==> src/rtl/bridge_pkg.sv <==
// Shared definitions for the SRAM-to-AXI bridge front end: size encodings,
// requester indices and the grant-lock state type.
package bridge_pkg;

  localparam logic [1:0] SZ_BYTE = 2'd0;
  localparam logic [1:0] SZ_HALF = 2'd1;
  localparam logic [1:0] SZ_WORD = 2'd2;

  localparam int REQ_INST = 0;
  localparam int REQ_DATA = 1;
  localparam int REQ_UNC  = 2;

  typedef enum logic {
    ARB_SCAN = 1'b0,
    ARB_LOCK = 1'b1
  } arb_state_e;

endpackage

==> src/rtl/id_fifo.sv <==
// In-order FIFO of requester IDs for accepted-but-unanswered requests.
// Push is ignored when full and pop when empty, so callers may gate loosely.
module id_fifo
  import bridge_pkg::*;
#(
  parameter int DEPTH = 4,
  parameter int IDW   = 2
) (
  input  logic           aclk,
  input  logic           aresetn,
  input  logic           i_push,
  input  logic [IDW-1:0] i_push_id,
  input  logic           i_pop,
  output logic [IDW-1:0] o_head_id,
  output logic           o_full,
  output logic           o_empty
);

  localparam int PW = (DEPTH > 1) ? $clog2(DEPTH) : 1;
  localparam int CW = $clog2(DEPTH + 1);

  logic [IDW-1:0] r_mem [DEPTH];
  logic [PW-1:0]  r_wr_ptr;
  logic [PW-1:0]  r_rd_ptr;
  logic [CW-1:0]  r_count;
  logic           w_do_push;
  logic           w_do_pop;

  assign o_full    = (r_count == CW'(DEPTH));
  assign o_empty   = (r_count == '0);
  assign w_do_push = i_push & ~o_full;
  assign w_do_pop  = i_pop & ~o_empty;
  assign o_head_id = r_mem[r_rd_ptr];

  // Storage is not reset; the count alone defines which entries are live.
  always_ff @(posedge aclk) begin
    if (w_do_push) begin
      r_mem[r_wr_ptr] <= i_push_id;
    end
  end

  always_ff @(posedge aclk or negedge aresetn) begin
    if (!aresetn) begin
      r_wr_ptr <= '0;
      r_rd_ptr <= '0;
      r_count  <= '0;
    end else begin
      if (w_do_push) begin
        r_wr_ptr <= r_wr_ptr + PW'(1);
      end
      if (w_do_pop) begin
        r_rd_ptr <= r_rd_ptr + PW'(1);
      end
      case ({w_do_push, w_do_pop})
        2'b10:   r_count <= r_count + CW'(1);
        2'b01:   r_count <= r_count - CW'(1);
        default: r_count <= r_count;
      endcase
    end
  end

endmodule

==> src/rtl/sram_req_arbiter.sv <==
// Round-robin arbiter sharing one sram-like master port among NREQ requesters,
// with grant lock while waiting for addr_ok and in-order data_ok routing.
//
//   state    | meaning
//   ARB_SCAN | grant recomputed each cycle by round-robin scan after r_last
//   ARB_LOCK | grant pinned to r_cur until it is accepted or withdrawn
module sram_req_arbiter
  import bridge_pkg::*;
#(
  parameter int NREQ  = 3,
  parameter int DEPTH = 4,
  parameter int IDW   = $clog2(NREQ)
) (
  input  logic                 aclk,
  input  logic                 aresetn,
  input  logic [NREQ-1:0]      m_req,
  input  logic [NREQ-1:0]      m_wr,
  input  logic [2*NREQ-1:0]    m_size,
  input  logic [32*NREQ-1:0]   m_addr,
  input  logic [4*NREQ-1:0]    m_wstrb,
  input  logic [32*NREQ-1:0]   m_wdata,
  output logic [NREQ-1:0]      m_addr_ok,
  output logic [NREQ-1:0]      m_data_ok,
  output logic [31:0]          m_rdata,
  output logic                 s_req,
  output logic                 s_wr,
  output logic [1:0]           s_size,
  output logic [31:0]          s_addr,
  output logic [3:0]           s_wstrb,
  output logic [31:0]          s_wdata,
  input  logic                 s_addr_ok,
  input  logic                 s_data_ok,
  input  logic [31:0]          s_rdata,
  output logic                 err_unexp
);

  arb_state_e     r_state;
  arb_state_e     w_state_nxt;
  logic [IDW-1:0] r_cur;
  logic [IDW-1:0] w_cur_nxt;
  logic [IDW-1:0] r_last;
  logic [IDW-1:0] w_last_nxt;
  logic           r_err;

  logic [IDW-1:0] w_g;
  logic           w_accept;
  logic           w_pop;
  logic [IDW-1:0] w_head;
  logic           w_full;
  logic           w_empty;

  // First requester after `last` in circular order; falls back to `last`
  // when nobody requests, which is harmless because s_req is then low.
  function automatic logic [IDW-1:0] rr_pick(input logic [NREQ-1:0] req,
                                             input logic [IDW-1:0]  last);
    logic [IDW-1:0] pick;
    int             idx;
    pick = last;
    for (int k = NREQ; k >= 1; k--) begin
      idx = (int'(last) + k) % NREQ;
      if (req[idx]) begin
        pick = IDW'(idx);
      end
    end
    return pick;
  endfunction

  always_comb begin
    w_g = (r_state == ARB_LOCK) ? r_cur : rr_pick(m_req, r_last);
  end

  // A full FIFO blocks the request even if a pop lands in the same cycle.
  assign s_req    = m_req[w_g] & ~w_full & ((r_state == ARB_LOCK) | (|m_req));
  assign w_accept = s_req & s_addr_ok;
  assign w_pop    = s_data_ok & ~w_empty;

  always_comb begin
    s_wr    = 1'b0;
    s_size  = '0;
    s_addr  = '0;
    s_wstrb = '0;
    s_wdata = '0;
    for (int i = 0; i < NREQ; i++) begin
      if (w_g == IDW'(i)) begin
        s_wr    = m_wr[i];
        s_size  = m_size[2*i +: 2];
        s_addr  = m_addr[32*i +: 32];
        s_wstrb = m_wstrb[4*i +: 4];
        s_wdata = m_wdata[32*i +: 32];
      end
    end
  end

  always_comb begin
    m_addr_ok = '0;
    m_data_ok = '0;
    for (int i = 0; i < NREQ; i++) begin
      m_addr_ok[i] = w_accept & (w_g == IDW'(i));
      m_data_ok[i] = w_pop & (w_head == IDW'(i));
    end
  end

  assign m_rdata   = s_rdata;
  assign err_unexp = r_err;

  always_comb begin
    w_state_nxt = r_state;
    w_cur_nxt   = r_cur;
    w_last_nxt  = r_last;
    if (w_accept) begin
      w_state_nxt = ARB_SCAN;
      w_last_nxt  = w_g;
    end else if (s_req) begin
      w_state_nxt = ARB_LOCK;
      w_cur_nxt   = w_g;
    end else if ((r_state == ARB_LOCK) && !m_req[r_cur]) begin
      w_state_nxt = ARB_SCAN;
    end
  end

  always_ff @(posedge aclk or negedge aresetn) begin
    if (!aresetn) begin
      r_state <= ARB_SCAN;
      r_cur   <= '0;
      r_last  <= IDW'(NREQ - 1);
      r_err   <= 1'b0;
    end else begin
      r_state <= w_state_nxt;
      r_cur   <= w_cur_nxt;
      r_last  <= w_last_nxt;
      if (s_data_ok && w_empty) begin
        r_err <= 1'b1;
      end
    end
  end

  id_fifo #(
    .DEPTH (DEPTH),
    .IDW   (IDW)
  ) u_id_fifo (
    .aclk      (aclk),
    .aresetn   (aresetn),
    .i_push    (w_accept),
    .i_push_id (w_g),
    .i_pop     (w_pop),
    .o_head_id (w_head),
    .o_full    (w_full),
    .o_empty   (w_empty)
  );

endmodule

==> config.mk <==
export PLATFORM = sky130hd
export DESIGN_NAME = sram_req_arbiter
export DESIGN_NICKNAME = d
export VERILOG_FILES = /design/src/rtl/bridge_pkg.sv /design/src/rtl/id_fifo.sv /design/src/rtl/sram_req_arbiter.sv
export SDC_FILE = /design/constraint.sdc
export NUM_CORES = 1
export LEC_CHECK = 0
export ABC_AREA = 1
export BUFFER_PORTS_ARGS = -buffer_cell sky130_fd_sc_hd__buf_2
export CORE_AREA = 2 2 142 144
export CTS_CLUSTER_DIAMETER = 30
export DETAILED_ROUTE_END_ITERATION = 10
export DIE_AREA = 0 0 144 146
export PLACE_DENSITY = 0.48
export SETUP_SLACK_MARGIN = 0.05
export SYNTH_ARGS = -nofsm -noshare
export SYNTH_HDL_FRONTEND = slang
export SYNTH_SLANG_ARGS = --single-unit
==> constraint.sdc <==
create_clock -name aclk -period 3.5 [get_ports aclk]
set_input_delay 0.35 -clock aclk [delete_from_list [all_inputs] [get_ports aclk]]
set_output_delay 0.35 -clock aclk [all_outputs]
set_load 0.05 [all_outputs]
# Word-level counts from Yosys, hierarchy flattened
# Memory sizes are Yosys's and may differ from the RTL's.
# Index checks and enable logic that the tools add are counted.
totals:
  regBits: 13
  ramBits: 8
  inputBits: 252
  out_inout_bits: 111
  word_cells: 94
  mem_count: 1
classes:
  n_addsub: 7
  div_mod_pow: 3
  magnitude_cmp: 5
  eq_ne: 7
  muxes: 38
  bitwise: 16
  n_reduce_logical: 10
mem_list:
  columns: ["memory", "words", "word_bits", "read_ports", "rd_ports_with_merged_regs", "write_ports", "line", "source"]
  rows:
  - ["u_id_fifo.r_mem", 4, 2, 1, 0, 1, "id_fifo.sv:22", "logic [IDW-1:0] r_mem [DEPTH];"]
ops:
  columns: ["op", "count"]
  rows:
  - ["32-bit 2-to-1 mux", 6]
  - ["32-bit by 4-bit less-than comparator with 1-bit output, second input constant", 3]
  - ["32-bit by 3-bit modulo with 32-bit output, second input constant", 3]
  - ["1-bit 2-to-1 mux", 16]
  - ["2-bit 2-to-1 mux", 7]
  - ["1-bit bitwise AND", 12]
  - ["4-bit 2-to-1 mux", 3]
  - ["1-bit binary-select mux with 2-bit select", 5]
  - ["2-bit by 2-bit adder with 3-bit output, second input constant", 2]
  - ["2-bit by 1-bit equality test with 1-bit output, second input constant", 3]
  - ["2-bit equality test, second input constant", 3]
  - ["2-bit by 3-bit less-than comparator with 1-bit output, second input constant", 2]
  - ["3-bit case mux with 2 select lines", 1]
  - ["2-bit by 1-bit adder with 2-bit output, second input constant", 2]
  - ["2-bit logical NOT", 2]
  - ["2-bit by 1-bit adder with 3-bit output, second input constant", 1]
  - ["3-bit by 1-bit adder with 3-bit output, second input constant", 1]
  - ["3-bit equality test, second input constant", 1]
  - ["3-bit logical NOT", 1]
  - ["1-bit NOT", 3]
  - ["3-bit nonzero test", 1]
  - ["3-bit OR reduction", 1]
  - ["3-bit by 1-bit subtractor with 3-bit output, second input constant", 1]
  - ["1-bit logical AND", 2]
  - ["other kinds (4)", 4]

# Depth between registers and ports, before layout
# Gate-level depths: netlist (run 1).
logic_depth:
  depth_word: 17
  mapped_depth: 24
  ltp_nobuf: 23

# By module
# From an unflattened synthesis (run 1), not the netlist that was laid out.
unflattened:
  cells_unflattened: 553
  area_unflattened_um2: 3198.1
by_module_without_submodules:
  columns: ["mod", "n_inst", "cells_each", "area_each_um2", "seq_area_each_um2"]
  rows:
  - ["sram_req_arbiter", 1, 469, 2403.6, 151.4]
  - ["id_fifo", 1, 84, 794.5, 415.4]

# Worst setup path before layout (run 1)
# Ideal clock, no wire load.
synth_path:
  kind: "register to register"
  start: "register r_last[1]"
  end: "register u_id_fifo.r_count[2]"
  setup_ps: 131
  t_arrival_ps: 2925
  required_time_ps: 3369
  path_slack_ps: 444
  stages_incl_launch_ff: 21
  n_path_buf: 2
  synth_period_minus_slack_ps: 3056
  cell_sequence: "dfstp_2 -> ha_1 -> inv_2 -> nand3_1 -> nand2_1 -> nand2_1 -> nand2_1 -> nand2_1 -> a21boi_2 -> buf_4 -> nand3_2 -> nor2_2 -> nor2_4 -> nand3_2 -> buf_6 -> ha_1 -> inv_1 -> fa_1 -> a21oi_1 -> o21ai_0 -> xor2_1"
synth_between:
  elab_chain_cells: 17
synth_lines:
  columns: ["item", "line", "source"]
  rows:
  - ["start, declared", "sram_req_arbiter.sv:41", "logic [IDW-1:0] r_last;"]
  - ["start signal, assigned", "sram_req_arbiter.sv:125", "r_last <= IDW'(NREQ - 1);"]
  - ["start signal, assigned", "sram_req_arbiter.sv:130", "r_last <= w_last_nxt;"]
  - ["2-bit by 2-bit adder with 3-bit output", "sram_req_arbiter.sv:60", "idx = (int'(last) + k) % NREQ;"]
  - ["32-bit by 3-bit modulo with 32-bit output", "sram_req_arbiter.sv:60", null]
  - ["1-bit binary-select mux with 2-bit select", "sram_req_arbiter.sv:61", "if (req[idx]) begin"]
  - ["1-bit 2-to-1 mux (not written as such) (2 in a row)", "sram_req_arbiter.sv:61", null]
  - ["2-bit 2-to-1 mux (2 in a row)", "sram_req_arbiter.sv:61", null]
  - ["2-bit 2-to-1 mux *", "sram_req_arbiter.sv:61", null]
  - ["2-bit 2-to-1 mux *", "sram_req_arbiter.sv:69", "w_g = (r_state == ARB_LOCK) ? r_cur : rr_pick(m_req, r_last);"]
  - ["1-bit binary-select mux with 2-bit select *", "sram_req_arbiter.sv:73", "assign s_req = m_req[w_g] & ~w_full & ((r_state == ARB_LOCK) | (|m_req));"]
  - ["1-bit 2-to-1 mux (not written as such) *", "sram_req_arbiter.sv:73", null]
  - ["1-bit bitwise AND * (2 in a row)", "sram_req_arbiter.sv:73", null]
  - ["1-bit bitwise AND *", "sram_req_arbiter.sv:74", "assign w_accept = s_req & s_addr_ok;"]
  - ["1-bit bitwise AND *", "id_fifo.sv:31", "assign w_do_push = i_push & ~o_full;"]
  - ["2-bit by 1-bit equality test with 1-bit output / 2-bit equality test (equally long branches)", "id_fifo.sv:54", "case ({w_do_push, w_do_pop})"]
  - ["3-bit case mux with 2 select lines / 2-bit nonzero test (equally long branches)", null, null]
  - ["end signal, assigned", "id_fifo.sv:55", "2'b10: r_count <= r_count + CW'(1);"]
  - ["end signal, assigned", "id_fifo.sv:56", "2'b01: r_count <= r_count - CW'(1);"]
  - ["end signal, assigned", "id_fifo.sv:57", "default: r_count <= r_count;"]
  - ["end, declared", "id_fifo.sv:25", "logic [CW-1:0] r_count;"]
# Mark *: on every way between the ends. The rest lies on a longest branch, timed or not. The select of a mux whose other input is x is not followed.
# A chain may end at the register's enable or synchronous reset.

# Worst setup path in the final report (run 1)
layout_path:
  start: "register r_last[1]"
  end: "output port m_addr_ok[1]"
layout_between:
  elab_chain_cells: 15
layout_lines:
  columns: ["item", "line", "source"]
  rows:
  - ["2-bit by 2-bit adder with 3-bit output", "sram_req_arbiter.sv:60", null]
  - ["32-bit by 3-bit modulo with 32-bit output", "sram_req_arbiter.sv:60", null]
  - ["1-bit binary-select mux with 2-bit select", "sram_req_arbiter.sv:61", null]
  - ["1-bit 2-to-1 mux (not written as such) (2 in a row)", "sram_req_arbiter.sv:61", null]
  - ["2-bit 2-to-1 mux (2 in a row)", "sram_req_arbiter.sv:61", null]
  - ["2-bit 2-to-1 mux *", "sram_req_arbiter.sv:61", null]
  - ["2-bit 2-to-1 mux *", "sram_req_arbiter.sv:69", null]
  - ["net u_id_fifo.i_push_id[1]", "id_fifo.sv:12", "input logic [IDW-1:0] i_push_id,"]
  - ["1-bit binary-select mux with 2-bit select", "sram_req_arbiter.sv:73", null]
  - ["1-bit 2-to-1 mux (not written as such)", "sram_req_arbiter.sv:73", null]
  - ["1-bit bitwise AND (2 in a row)", "sram_req_arbiter.sv:73", null]
  - ["1-bit bitwise AND", "sram_req_arbiter.sv:74", null]
  - ["1-bit bitwise AND *", "sram_req_arbiter.sv:98", "m_addr_ok[i] = w_accept & (w_g == IDW'(i));"]
  - ["end, declared", "sram_req_arbiter.sv:22", "output logic [NREQ-1:0] m_addr_ok,"]
# Mark *: on every way through the listed nets, which the timed path passes. The rest lies on a longest branch. The select of a mux whose other input is x is not followed.

==> impl_results.md, run 1 <==
- Clock sinks: 21
- TritonCTS clock tree: done
- DR DRC count: 0
- Filler cells: about 2200
- Layout Skew: between 0.004 and 0.005 ns
- Largest net degree at the start of global routing: 72
- Vias/cell: 4.177
- Synth cell types: 32
- Tmin final: around 3.3 ns
- Met1 Use GR: 14.92%
- Initial antenna violation count: 1
- Final layout net count: 1045
- Clock buffer depth: 2
- # IOs: 363
- Max Cap Viol: 0
- Max Freq: between 300 and 400 MHz
- HP Class: in -> reg
- Num rows: 51
- Share of flip-flops with an asynchronous set or reset: a little over 60%
- Cells after Synth: around 530
- Die height: roughly 150 um
- Synth warn: 0
- Placed standard-cell area: between 0.004 and 0.005 mm^2
- Fin. max-slew vios: 0
- Worst R2R Setup Slack: about 0.35 ns
- Final Cycle Share: 93.17%
- Share of cells above drive strength 1: a little over two fifths
- Grt met3 use: under 10%
- Core box area: approximately 0.019 mm^2
- Initial Util: ~16%
- RSZ-0062 raised after global routing: true
- H-tree lvl count: 1
- CTS Buf Count: 3
- Number of global-route vias before repair: approximately 3900
- Seq. cell area: ~570 um^2
- Syn_nets: between 700 and 800
- Via Count: 4373
- Mapped cell area: 0.003024 mm^2
- Root Driver: clkbuf_16
- Grt met2 use: between 20% and 30%
- Commonest cells in the netlist: nand2_1, nand3_1, buf_4
- Synth area leaders: nand3_1, nand2_1, dfrtp_1
- CP arrival: 2.91 ns
- Yosys top cell area share: a little over a quarter
- Synthesized area per cell: 5.695 um^2
- Critical path required time: 3.15 ns
- Finished Layout Cells: 1047
- Register area share after synthesis: 18.74%
- Area of the die: 0.02102 mm^2
- Gr usage total: between 10% and 20%
- 1st-pass router iterations: 4
- Worst-path clk slew: 0.06 ns
- Final instance area: 0.004695 mm^2
- Worst setup path category: reg -> out
- WL per Instance: 13.31 um
- DP Wirelength: about 11000 um
- Max FO, Critical Path: 9
- Placed Cells incl. Taps: approximately 1000
- Grt total ovfl: 0
- Worst slew margin: a little under three quarters
- Slew @ Worst Pin: approximately 0.44 ns
- Final setup viols: 0
- Global-route wire length before repair: between 20000 and 25000 um
- Most numerous cell in the Yosys netlist: nand2_1
- # port buffers: slightly below 300
- Run status: finished, final reports clean
- Critical Path End Type: primary output
- GP Congestion: around 0.87
- Worst-skew pair later-pin latency: between 0.2 and 0.3 ns
- Detail Route Antenna Nets: 0
- Crit start category: register
- Seq cells post-synth: 21
- DR iter-0 viols: between 200 and 250
- Die Wd: 144 um
- Final hold vios: 0
- Number of flops mapped to enable cells by yosys: 8
- Total Neg Setup Slack: 0 ns
- Ant diodes: 0
- Main synth FF type: dfrtp_1
- Routed wire length: ~14000 um
- Area delta synth->final: 55.23%
- Most Used Layer, Global Route: met2
- Synth area leader: nand3_1
- Area occupied by multi-input gates: approximately 0.0020 mm^2
[through the flow]
step | worst slack [ns] | utilization [%] | hold WS [ns]
after floorplan | 0.4443 | - | 0.05441
after global placement | 0.2893 | 23.56 | 0.2595
after detailed placement | 0.2700 | 23.56 | 0.2666
after CTS | 0.07082 | 24.02 | 0.3862
after global routing | 0.04577 | 24.28 | 0.4017
final | 0.2389 | 24.28 | 0.3896
[layout make-up]
| type | instances | share of cell area (%) |
|---|---|---|
| clock buffer | 3 | 1.599 |
| clock inverter | 1 | 0.1066 |
| inverter | 34 | 2.719 |
| multi-input combinational | 414 | 42.16 |
| sequential | 21 | 12.07 |
| tap | 265 | 7.063 |
| timing repair buffer | 309 | 34.28 |
[sequential cells by signal, indices dropped and copies added, names as in the netlist]
signal and count:
r_last 2, r_state 1, u_id_fifo.r_mem 8, u_id_fifo.r_count 3
r_cur 2, u_id_fifo.r_rd_ptr 2, u_id_fifo.r_wr_ptr 2, err_unexp 1
[cell usage in the layout, fill, tap and decap left out, types with 3 or more instances in the layout]
master	n
inv_1	26
a21oi_1	3
nand4_1	6
nand3_1	159
o21ai_0	3
buf_4	5
nor2_1	12
ha_1	8
edfxtp_1	8
nand2_1	200
dfrtp_1	12
buf_2	296
buf_6	4
clkbuf_16	3
inv_2	8
[cells by family after synthesis]
family | Yosys count | synth area share [%]
flip-flops | 21 | 18.74
AO/OA/AOI/OAI | 16 | 3.599
XOR/XNOR | 3 | 0.8690
adder cells (fa/ha/maj) | 10 | 4.386
buffers and inverters | 96 | 16.55
AND/OR/NAND/NOR | 385 | 55.85
[final timing paths]
| kind | startpoint | end | cells past startpoint |
|---|---|---|---|
| worst max-delay path | r_last[1]$_DFFE_PN1P_ | m_addr_ok[1] | 15 |
| worst min-delay path | s_data_ok | err_unexp$_DFFE_PN0P_ | 2 |
| worst max register to register | r_last[1]$_DFFE_PN1P_ | u_id_fifo.r_count[2]$_DFFE_PN0P_ | 22 |
| worst min register to register | u_id_fifo.r_rd_ptr[1]$_DFFE_PN0P_ | u_id_fifo.r_rd_ptr[1]$_DFFE_PN0P_ | 1 |
| max in group asynchronous | aresetn | r_last[1]$_DFFE_PN1P_ | 2 |
| min in group asynchronous | aresetn | r_state$_DFFE_PN0P_ | 2 |
[critical path: stages, from the launching register on]
cell	delay, ns
dfstp_2	0.56
ha_2	0.30
inv_2	0.09
nand3_1	0.09
nand2_1	0.11
nand2_1	0.07
nand2_1	0.05
nand2_1	0.07
a21boi_4	0.21
inv_2	0.11
nand2_1	0.09
inv_2	0.04
nor2_4	0.19
nand3_4	0.13
nor2_1	0.21
buf_2	0.31
[metal layers]
| layer | vias up | wire (um) |
|---|---|---|
| met1 | 1905 | 5850 |
| met3 | 26 | 1044 |
| met5 | - | 0 |
| li1 | 2220 | - |
| met2 | 222 | 6796 |
| met4 | 0 | 242 |
[repair_timing]
action,CTS,global route
buffers inserted,0,2
hold buffers,1,0
gates resized for setup,0,9
hold endpoints to repair,12,0
endpoints found under the setup margin,0,76
Power of run 1 is left out: the tool's default activity adds up to more than one toggle a clock period on the data nets, which glitch-free logic cannot reach.
==> run 2: changes to the inputs <==
--- a/config.mk
+++ b/config.mk
@@ -11,7 +11,8 @@
 export CTS_CLUSTER_DIAMETER = 30
 export DETAILED_ROUTE_END_ITERATION = 10
 export DIE_AREA = 0 0 144 146
-export PLACE_DENSITY = 0.48
+export PLACE_DENSITY = 0.41
+export RECOVER_POWER = 100
 export SETUP_SLACK_MARGIN = 0.05
 export SYNTH_ARGS = -nofsm -noshare
 export SYNTH_HDL_FRONTEND = slang
==> run 2 against run 1 <==
Die area unchanged. Non-clock buffer count grew 2. Critical path depth increased by 2. Clock skew fell by 0.0015 ns. First-iteration DRC count fell by 47%. Flip-flop and latch count unchanged. Hold slack got worse by 0.21 ns. Register-to-register slack got worse by 0.05 ns. Via count is 1.1% lower. Largest cell class unchanged. Highest routed layer unchanged.
==> impl_results.md, run 2 (synthesis results as in run 1) <==
- Max Freq: 303.6 MHz (-0.99%)
- Grt total ovfl: 0 (unchanged)
- Area of the die: 0.02102 mm^2 (unchanged)
- CP arrival: 2.94 ns (+0.03 ns)
- Most Used Layer, Global Route: met2
- Final layout net count: 1047 (+0.19%)
- Final hold vios: 0 (unchanged)
- Clock sinks: 21 (unchanged)
- Worst slew margin: 42.97% (-28 points)
- Die Wd: 144 um (unchanged)
- Crit start category: register
- Worst setup path category: reg -> out
- Biggest regs: u_id_fifo.r_mem: 8 flops, u_id_fifo.r_count: 3 flops
- Worst-skew pair later-pin latency: 0.25 ns (about the same)
- Largest net degree at the start of global routing: 42 (-42%)
- Vias/cell: 4.124 (-1.3%)
- Die height: 146 um (unchanged)
- Most frequent cells in the layout: buf_2, nand2_1, nand3_1
- Critical Path End Type: primary output
- Grt met2 use: 23.17% (+1.3 points)
- Clock buffer depth: 2 (unchanged)
- Area delta synth->final: 57.92%
- Initial antenna violation count: 0 (-1)
- Met1 Use GR: 18.71% (+3.8 points)
- # IOs: 363 (unchanged)
- GP Congestion: 0.8609 (-1.2%)
- Worst-path clk slew: 0.06 ns (about the same)
- Num rows: 51 (unchanged)
- Commonest non-fill, non-tap cell in the layout: buf_2
- Worst-case hold slack: 0.1831 ns (-0.2065 ns)
- # port buffers: 298 (unchanged)
- Routed wire length: 15720 um (+13%)
- Max FO, Critical Path: 9 (unchanged)
- Max Cap Viol: 0 (unchanged)
- Final setup viols: 0 (unchanged)
- HP Class: in -> async
- Fin. max-slew vios: 0 (unchanged)
- 1st-pass router iterations: 6 (+2)
- Detail Route Antenna Nets: 0 (unchanged)
- Grt met3 use: 3.126% (+1.3 points)
- CTS Buf Count: 3 (unchanged)
- WL per Instance: 14.99 um (+13%)
- H-tree lvl count: 1 (unchanged)
- Number of flip-flops in the largest register: 8 (unchanged)
- Final Cycle Share: 94.10% (+0.93 points)
- RSZ-0062 raised after global routing: true
- DR iter-0 viols: 132 (-47%)
- Root Driver: clkbuf_16
- Ant diodes: 0 (unchanged)
- Final core area utilization: 24.70% (+0.42 points)
- TritonCTS clock tree: done
- Initial Util: 15.64% (unchanged)
- Core box area: 0.01933 mm^2 (unchanged)
- Global-route wire length before repair: 23240 um (+15%)
- Run status: finished, final reports clean
- Share of cells above drive strength 1: 41.45% (-0.62 points)
- DR DRC count: 0 (unchanged)
- Tmin final: 3.294 ns (+0.03245 ns)
- Via Count: 4326 (-1.1%)
- Number of global-route vias before repair: 4173 (+6.0%)
- Slew @ Worst Pin: 0.8554 ns (+0.4195 ns)
- Hold-fix buffers at CTS: 0 (-1)
- Critical path required time: 3.15 ns (about the same)
- Largest Register: u_id_fifo.r_mem
- Layout Skew: 0.002858 ns (-0.001540 ns)
- DP Wirelength: 13050 um (+15%)
- Gr usage total: 13.91% (+1.8 points)
==> run 2: cell types whose count changed in the layout (fill, tap and decap cells not counted), sizes merged <==
cell	previous run	this run
clkbuf	5	11
buf	306	304
dlygate4sd3	1	0
inv	34	33
==> run 2: final timing paths <==
path | from | to | slack, ns | cells past startpoint
setup / recovery | r_last[1]$_DFFE_PN1P_ | m_addr_ok[0] | 0.21 | 17
setup reg to reg | r_last[1]$_DFFE_PN1P_ | u_id_fifo.r_count[2]$_DFFE_PN0P_ | 0.30 | 21
hold / removal | aresetn | err_unexp$_DFFE_PN0P_ | 0.18 | 1
hold reg to reg | err_unexp$_DFFE_PN0P_ | err_unexp$_DFFE_PN0P_ | 0.46 | 1
max in group asynchronous | aresetn | u_id_fifo.r_wr_ptr[0]$_DFFE_PN0P_ | 2.79 | 1
min in group aclk | s_data_ok | err_unexp$_DFFE_PN0P_ | 0.39 | 2
==> run 2: critical path, cell delays in order, from the launching register on <==
cell,delay [ns]
dfstp_2,0.58
inv_1,0.08
ha_1,0.22
nand2_1,0.08
nand3_1,0.10
nand2_1,0.08
nand2_1,0.05
nand2_1,0.05
nand2_1,0.07
a21boi_4,0.22
inv_2,0.12
nand2_1,0.10
inv_2,0.04
nor2_4,0.22
nand3_4,0.14
buf_4,0.19
nor2_1,0.09
clkbuf_4,0.25
==> run 2: final cells by class <==
type	count	area (um^2)
fill	2256	14560
inverter	34	135.1
multi-input combinational	414	1989
tap	265	331.6
timing repair buffer	311	1674
clock buffer	4	78.83
sequential	21	566.8
==> run 2: layer usage <==
layer	routed length (um)	vias up
li1	-	2220
met1	6883	1883
met2	7302	213
met3	1374	10
met4	162	0
met5	0	-
==> run 2: timing repair <==
action | in CTS | in global routing
resized for setup | 0 | 11
endpoints found under the setup margin | 0 | 68
buffers inserted | 0 | 2
==> run 2: stage by stage <==
step | instance area (um^2) | instances | setup slack (ns) | setup TNS, ns
4_1_cts | 4726 | 1047 | 0.09569 | 0
6_report | 4776 | 1049 | 0.2065 | 0
3_5_place_dp | 4647 | 1043 | 0.3413 | 0
2_1_floorplan | 3024 | 531 | 0.4443 | 0
5_1_grt | 4776 | 1049 | -0.02724 | -0.02724
3_3_place_gp | 4647 | 1043 | 0.3301 | 0
Power of run 2 is left out for the same reason.
